$ cat config.mk
export PLATFORM = sky130hd
export DESIGN_NAME = rd_req_sched
export DESIGN_NICKNAME = d
export VERILOG_FILES = /design/src/rtl/rd_req_sched.sv
export SDC_FILE = /design/constraint.sdc
export NUM_CORES = 1
export LEC_CHECK = 0
export BUFFER_PORTS_ARGS = -buffer_cell sky130_fd_sc_hd__clkbuf_2
export CAP_MARGIN = 15
export CORE_AREA = 2 2 72 74
export DETAILED_ROUTE_END_ITERATION = 8
export DIE_AREA = 0 0 74 76
export PLACE_DENSITY_LB_ADDON = 0.3
export SLEW_MARGIN = 20
export SYNTH_ARGS = -nofsm -noshare
export SYNTH_HDL_FRONTEND = slang
export SYNTH_SLANG_ARGS = --single-unit
$ cat constraint.sdc
create_clock -name clock -period 2.5 [get_ports clock]
set_input_delay 0.125 -clock clock [delete_from_list [all_inputs] [get_ports clock]]
set_output_delay 0.125 -clock clock [all_outputs]
set_load 0.02 [all_outputs]
$ cat src/rtl/rd_req_sched.sv
// Read request scheduler: FIFO-queued client reads issued one at a time to the go/rd/ds read FSM.
// Push->go is 2 cycles; req_ready is !full with no bypass. Optional watchdog: RDSCHED_TIMEOUT_EN.
module rd_req_sched #(
   parameter int AW      = 8,
   parameter int DW      = 8,
   parameter int DEPTH   = 4,
   parameter int TIMEOUT = 16
) (
   input  logic          clock,
   input  logic          reset,
   input  logic          req_valid,
   output logic          req_ready,
   input  logic [AW-1:0] req_addr,
   output logic          go,
   output logic [AW-1:0] addr,
   input  logic          rd,
   input  logic          ds,
   input  logic [DW-1:0] rdata_in,
   output logic          rsp_valid,
   input  logic          rsp_ready,
   output logic [DW-1:0] rsp_data,
   output logic [AW-1:0] rsp_addr,
   output logic          rsp_err,
   output logic          busy
);

   localparam int PW = $clog2(DEPTH);
   localparam int CW = PW + 1;

   localparam logic [1:0] S_IDLE  = 2'd0;
   localparam logic [1:0] S_ISSUE = 2'd1;
   localparam logic [1:0] S_WAIT  = 2'd2;
   localparam logic [1:0] S_RESP  = 2'd3;

   logic [1:0]    state_q, state_d;
   logic [PW-1:0] wr_ptr_q, wr_ptr_d;
   logic [PW-1:0] rd_ptr_q, rd_ptr_d;
   logic [CW-1:0] count_q, count_d;
   logic [AW-1:0] mem_q [DEPTH];
   logic [AW-1:0] mem_d [DEPTH];
   logic [AW-1:0] addr_q, addr_d;
   logic [AW-1:0] rsp_addr_q, rsp_addr_d;
   logic [DW-1:0] rsp_data_q, rsp_data_d;
   logic          push, pop;

`ifdef RDSCHED_TIMEOUT_EN
   localparam int TW = $clog2(TIMEOUT) + 1;
   logic [TW-1:0] cnt_q, cnt_d;
   logic          rsp_err_q, rsp_err_d;
`endif

   always_comb begin
      state_d    = state_q;
      wr_ptr_d   = wr_ptr_q;
      rd_ptr_d   = rd_ptr_q;
      count_d    = count_q;
      mem_d      = mem_q;
      addr_d     = addr_q;
      rsp_addr_d = rsp_addr_q;
      rsp_data_d = rsp_data_q;
`ifdef RDSCHED_TIMEOUT_EN
      cnt_d      = cnt_q;
      rsp_err_d  = rsp_err_q;
`endif
      push = req_valid && req_ready;
      pop  = 1'b0;

      case (state_q)
         S_IDLE: begin
            if (count_q != '0) begin
               pop        = 1'b1;
               addr_d     = mem_q[rd_ptr_q];
               rsp_addr_d = mem_q[rd_ptr_q];
               state_d    = S_ISSUE;
            end
         end
         S_ISSUE: begin
            if (rd) begin
               state_d = S_WAIT;
`ifdef RDSCHED_TIMEOUT_EN
               cnt_d   = '0;
`endif
            end
         end
         S_WAIT: begin
            if (ds) begin
               rsp_data_d = rdata_in;
               state_d    = S_RESP;
`ifdef RDSCHED_TIMEOUT_EN
               rsp_err_d  = 1'b0;
            end else if (cnt_q == TW'(TIMEOUT - 1)) begin
               // Watchdog expiry still yields a response so the client never stalls.
               rsp_data_d = '0;
               rsp_err_d  = 1'b1;
               state_d    = S_RESP;
            end else begin
               cnt_d = cnt_q + 1'b1;
`endif
            end
         end
         S_RESP: begin
            if (rsp_ready) begin
               state_d = S_IDLE;
            end
         end
         default: state_d = S_IDLE;
      endcase

      if (push) begin
         mem_d[wr_ptr_q] = req_addr;
         wr_ptr_d        = wr_ptr_q + 1'b1;
      end
      if (pop) begin
         rd_ptr_d = rd_ptr_q + 1'b1;
      end
      case ({push, pop})
         2'b10:   count_d = count_q + 1'b1;
         2'b01:   count_d = count_q - 1'b1;
         default: count_d = count_q;
      endcase
   end

   always_ff @(posedge clock) begin
      if (reset) begin
         state_q    <= S_IDLE;
         wr_ptr_q   <= '0;
         rd_ptr_q   <= '0;
         count_q    <= '0;
         addr_q     <= '0;
         rsp_addr_q <= '0;
         rsp_data_q <= '0;
`ifdef RDSCHED_TIMEOUT_EN
         cnt_q      <= '0;
         rsp_err_q  <= 1'b0;
`endif
      end else begin
         state_q    <= state_d;
         wr_ptr_q   <= wr_ptr_d;
         rd_ptr_q   <= rd_ptr_d;
         count_q    <= count_d;
         addr_q     <= addr_d;
         rsp_addr_q <= rsp_addr_d;
         rsp_data_q <= rsp_data_d;
`ifdef RDSCHED_TIMEOUT_EN
         cnt_q      <= cnt_d;
         rsp_err_q  <= rsp_err_d;
`endif
      end
   end

   // Storage needs no reset: count_q gates every read of it.
   always_ff @(posedge clock) begin
      mem_q <= mem_d;
   end

   assign req_ready = (count_q != CW'(DEPTH));
   assign go        = (state_q == S_ISSUE);
   assign addr      = addr_q;
   assign rsp_valid = (state_q == S_RESP);
   assign rsp_data  = rsp_data_q;
   assign rsp_addr  = rsp_addr_q;
   assign busy      = (state_q != S_IDLE) || (count_q != '0);
`ifdef RDSCHED_TIMEOUT_EN
   assign rsp_err   = rsp_err_q;
`else
   assign rsp_err   = 1'b0;
`endif

endmodule

==> metrics <==
critical path class flop to flop; Skew-Pair Late Insertion Delay 0.34 ns; Total GRT Usage 16.3%; DIE AREA 5620 um^2; vias in the first global route 1,469; slowest cell delay on critical path 0.37 ns; combinational family with the most area after synthesis simple AND/OR/NAND/NOR gates; startpoint type of the worst setup path flop; flop-to-flop setup slack 0.30 ns; Primary FF master, synth sky130_fd_sc_hd__edfxtp_1; register bit count reported by yosys 57; IR Drop Worst-Case VDD 0.000443 V; Critical Path, Cell by Cell inv_1 -> ha_1 -> o31ai_1 -> inv_2 -> ha_1 -> inv_1 -> fa_1 -> xor2_1 -> or3_1 -> a21oi_1; GR met2 Demand/Resource 24.6%; number of filler instances in the final layout 408; Clock Tree Root sky130_fd_sc_hd__clkbuf_8; leading post-synthesis cells by cell area sky130_fd_sc_hd__edfxtp_1 40%, sky130_fd_sc_hd__dfxtp_1 21%, sky130_fd_sc_hd__mux4_2 7.6%; cell accounting for the most synthesized area sky130_fd_sc_hd__edfxtp_1; startpoint of the worst-slack reg-to-reg timing path state_q[0]$_SDFFE_PP0P_; global route hottest layer met2; maximum frequency from static timing analysis 454 MHz; routed length per placed instance 13.0 um; DRT Wirelength 4090 um; worst path bufs/invs 3; ports placed on the boundary 51; Core Area 4910 um^2; outcome complete, no violations; post-route fraction of the period consumed by the critical path 88.1%; nature of the critical path endpoint flop; routing usage on met3 5.16%; sum of negative setup slack 0 ns; register area share after synthesis 61.4%; cell area after synthesis 2380 um^2; clock-pin slew on the worst setup and hold paths 0.07 ns; compound-gate portion of the synthesized area 6.36%; Fin. Hold Viols 0; final routed DRC violation total 0; nets 271; instance count of the mapped netlist 191; Post-Syn Area per Cell 12.5 um^2; area overhead of the layout relative to synthesis 21.1%; Async S/R FF share, synth 0%; list of most frequent post-synthesis cells 32 x sky130_fd_sc_hd__edfxtp_1, 26 x sky130_fd_sc_hd__nand2_1, 25 x sky130_fd_sc_hd__dfxtp_1; DIE WIDTH 74 um; start point of the critical path state_q[0]$_SDFFE_PP0P_; iteration count of the initial detailed-routing pass 4; setup repair after global routing missed its margin no; relative max-transition margin 59.7%; net count of the mapped netlist 223; number of diodes 0; worst hold path startpoint rdata_in[6]; share of the synthesized area in the top cell type 40.4%; kind of cell adding the most delay to the critical path adder cells; number of DRC markers in iteration 0 67; transition time of the tightest slew-check pin 0.604 ns; leakage power 1.13 nW; core utilization of the finished layout 58.7%; count of cells resized by post-cts repair 0; share of synthesized cell area in and, or, nand and nor gates 11.3%; Post-DP HPWL 2790 um; final global-route overflow total 0; XOR/XNOR share of the synthesized area 1.10%; PD cells 1070 nW/um^2; number of enable flip-flop cells after synthesis 32; Placement Rows 26; initial antenna violation count 0; via count 1,532; final setup fails 0; Ys Warns 0; fraction of final layout cells with drive strength greater than 1 31.6%; fin crit period 2.20 ns; ratio of routed vias to standard cells 4.88; Critical-path top delay cell sky130_fd_sc_hd__fa_1; clock net sink count 57; H-tree levels 3; number of buffers inserted during clock tree synthesis 9; post-CTS setup buffer count 0; Longest Clk Path Bufs 2; number of different library cells in the post-synthesis netlist 30; Layout Skew 0.0156 ns; post-synthesis share of cell area spent on full adders, half adders and majority gates 5.57%; Placer Congestion 0.730; worst path arrival time 2.46 ns; wire length of the first global-routing pass 6690 um; Antenna Nets Post-Route 0; count of pins over their slew limit 0; count of input and output buffers 49; Max FO, Critical Path 10; clock tree from TritonCTS yes; Die Span Y 76 um; required time of the critical path 2.76 ns; effective utilization at floorplan 48.4%; most repeated cell in the gate-level netlist after synthesis sky130_fd_sc_hd__edfxtp_1; max cap viols 0; Global Route met1 Usage 20.3%; pin count of the biggest net entering global routing 27; worst hold path type primary input to flop; portion of netlist area occupied by mux cells 7.99%
-- worst min-delay path, delay by kind of cell --
kind	cells	cell delay, ns
buf+inv	1	0.08
compound gates	1	0.05
simple gates	1	0.05
-- where the power goes --
| part | internal (mW) | leakage, nW | switching, mW |
|---|---|---|---|
| combinational | 0.375 | 0.528 | 0.525 |
| clock | 0.546 | 0.104 | 0.367 |
| sequential | 1.15 | 0.498 | 0.119 |
-- final cells by class --
type,count,area (um^2),area share [%]
Sequential cell,57,1460,50.7
Multi-Input combinational cell,106,773,26.8
Timing Repair Buffer,56,310,10.8
Clock buffer,12,166,5.77
Tap cell,70,87.6,3.04
Clock inverter,4,50.0,1.74
Inverter,9,33.8,1.17
-- cells in the final DEF, fill, tap and decap left out, types with 4 or more instances in the layout --
master,count
sky130_fd_sc_hd__mux4_2,8
sky130_fd_sc_hd__clkbuf_8,10
sky130_fd_sc_hd__nand2b_1,5
sky130_fd_sc_hd__dfxtp_1,25
sky130_fd_sc_hd__inv_1,8
sky130_fd_sc_hd__clkbuf_2,49
sky130_fd_sc_hd__dlygate4sd3_1,5
sky130_fd_sc_hd__nand2_1,26
sky130_fd_sc_hd__ha_1,9
sky130_fd_sc_hd__edfxtp_1,32
sky130_fd_sc_hd__nor2_1,5
sky130_fd_sc_hd__a21oi_1,21
sky130_fd_sc_hd__nand3_1,10
sky130_fd_sc_hd__and3_1,4
-- flip-flops by register name, indices dropped and copies added (netlist names) --
name / count
rsp_addr: 8
mem_q: 32
state_q: 2
wr_ptr_q: 2
rsp_data: 8
rd_ptr_q: 2
count_q: 3
-- kinds of logic (layout without fill, tap and decap cells) --
family                     count (synthesis)  in the layout
AOI/OAI and AO/OA                         28             28
xor gates and xnor gates                   3              3
adders and majority gates                 10             10
buffers and inverters                     28             81
DFF                                       57             57
muxes                                      9              9
other                                      1              1
and+or+nand+nor                           55             55
-- metrics by stage --
| step | hold WS, ns | instances | area [um^2] | power (mW) | setup slack (ns) |
|---|---|---|---|---|---|
| 2_1_floorplan | 0.224 | 191 | 2380 | 2.01 | 0.328 |
| 3_3_place_gp | 0.347 | 293 | 2620 | 2.18 | 0.379 |
| 3_5_place_dp | 0.349 | 293 | 2620 | 2.19 | 0.311 |
| 4_1_cts | 0.00404 | 314 | 2880 | 3.12 | 0.296 |
| 5_1_grt | 0.0186 | 314 | 2880 | 3.26 | 0.118 |
| 6_report | 0.0218 | 314 | 2880 | 3.08 | 0.297 |
-- timing repair --
action / 4_1_cts / 5_1_grt
endpoints found under the setup margin: 0 / 0
endpoints found under the hold margin: 18 / 0
hold buffers: 5 / 0
-- worst paths after layout --
kind,end,depth (start not counted)
setup / recovery,count_q[2]$_SDFFE_PP0P_,10
setup reg to reg,count_q[2]$_SDFFE_PP0P_,10
hold reg to reg,rsp_data[6]$_SDFFE_PP0P_,2
hold / removal,rsp_data[6]$_SDFFE_PP0P_,3
-- routing by layer --
metal / vias to the layer above / part of all wire, %
li1: 759 / -
met1: 725 / 46
met4: 0 / 2.6
met3: 11 / 4.1
met5: - / 0
met2: 37 / 48
Power figures use the tool's default switching activity.
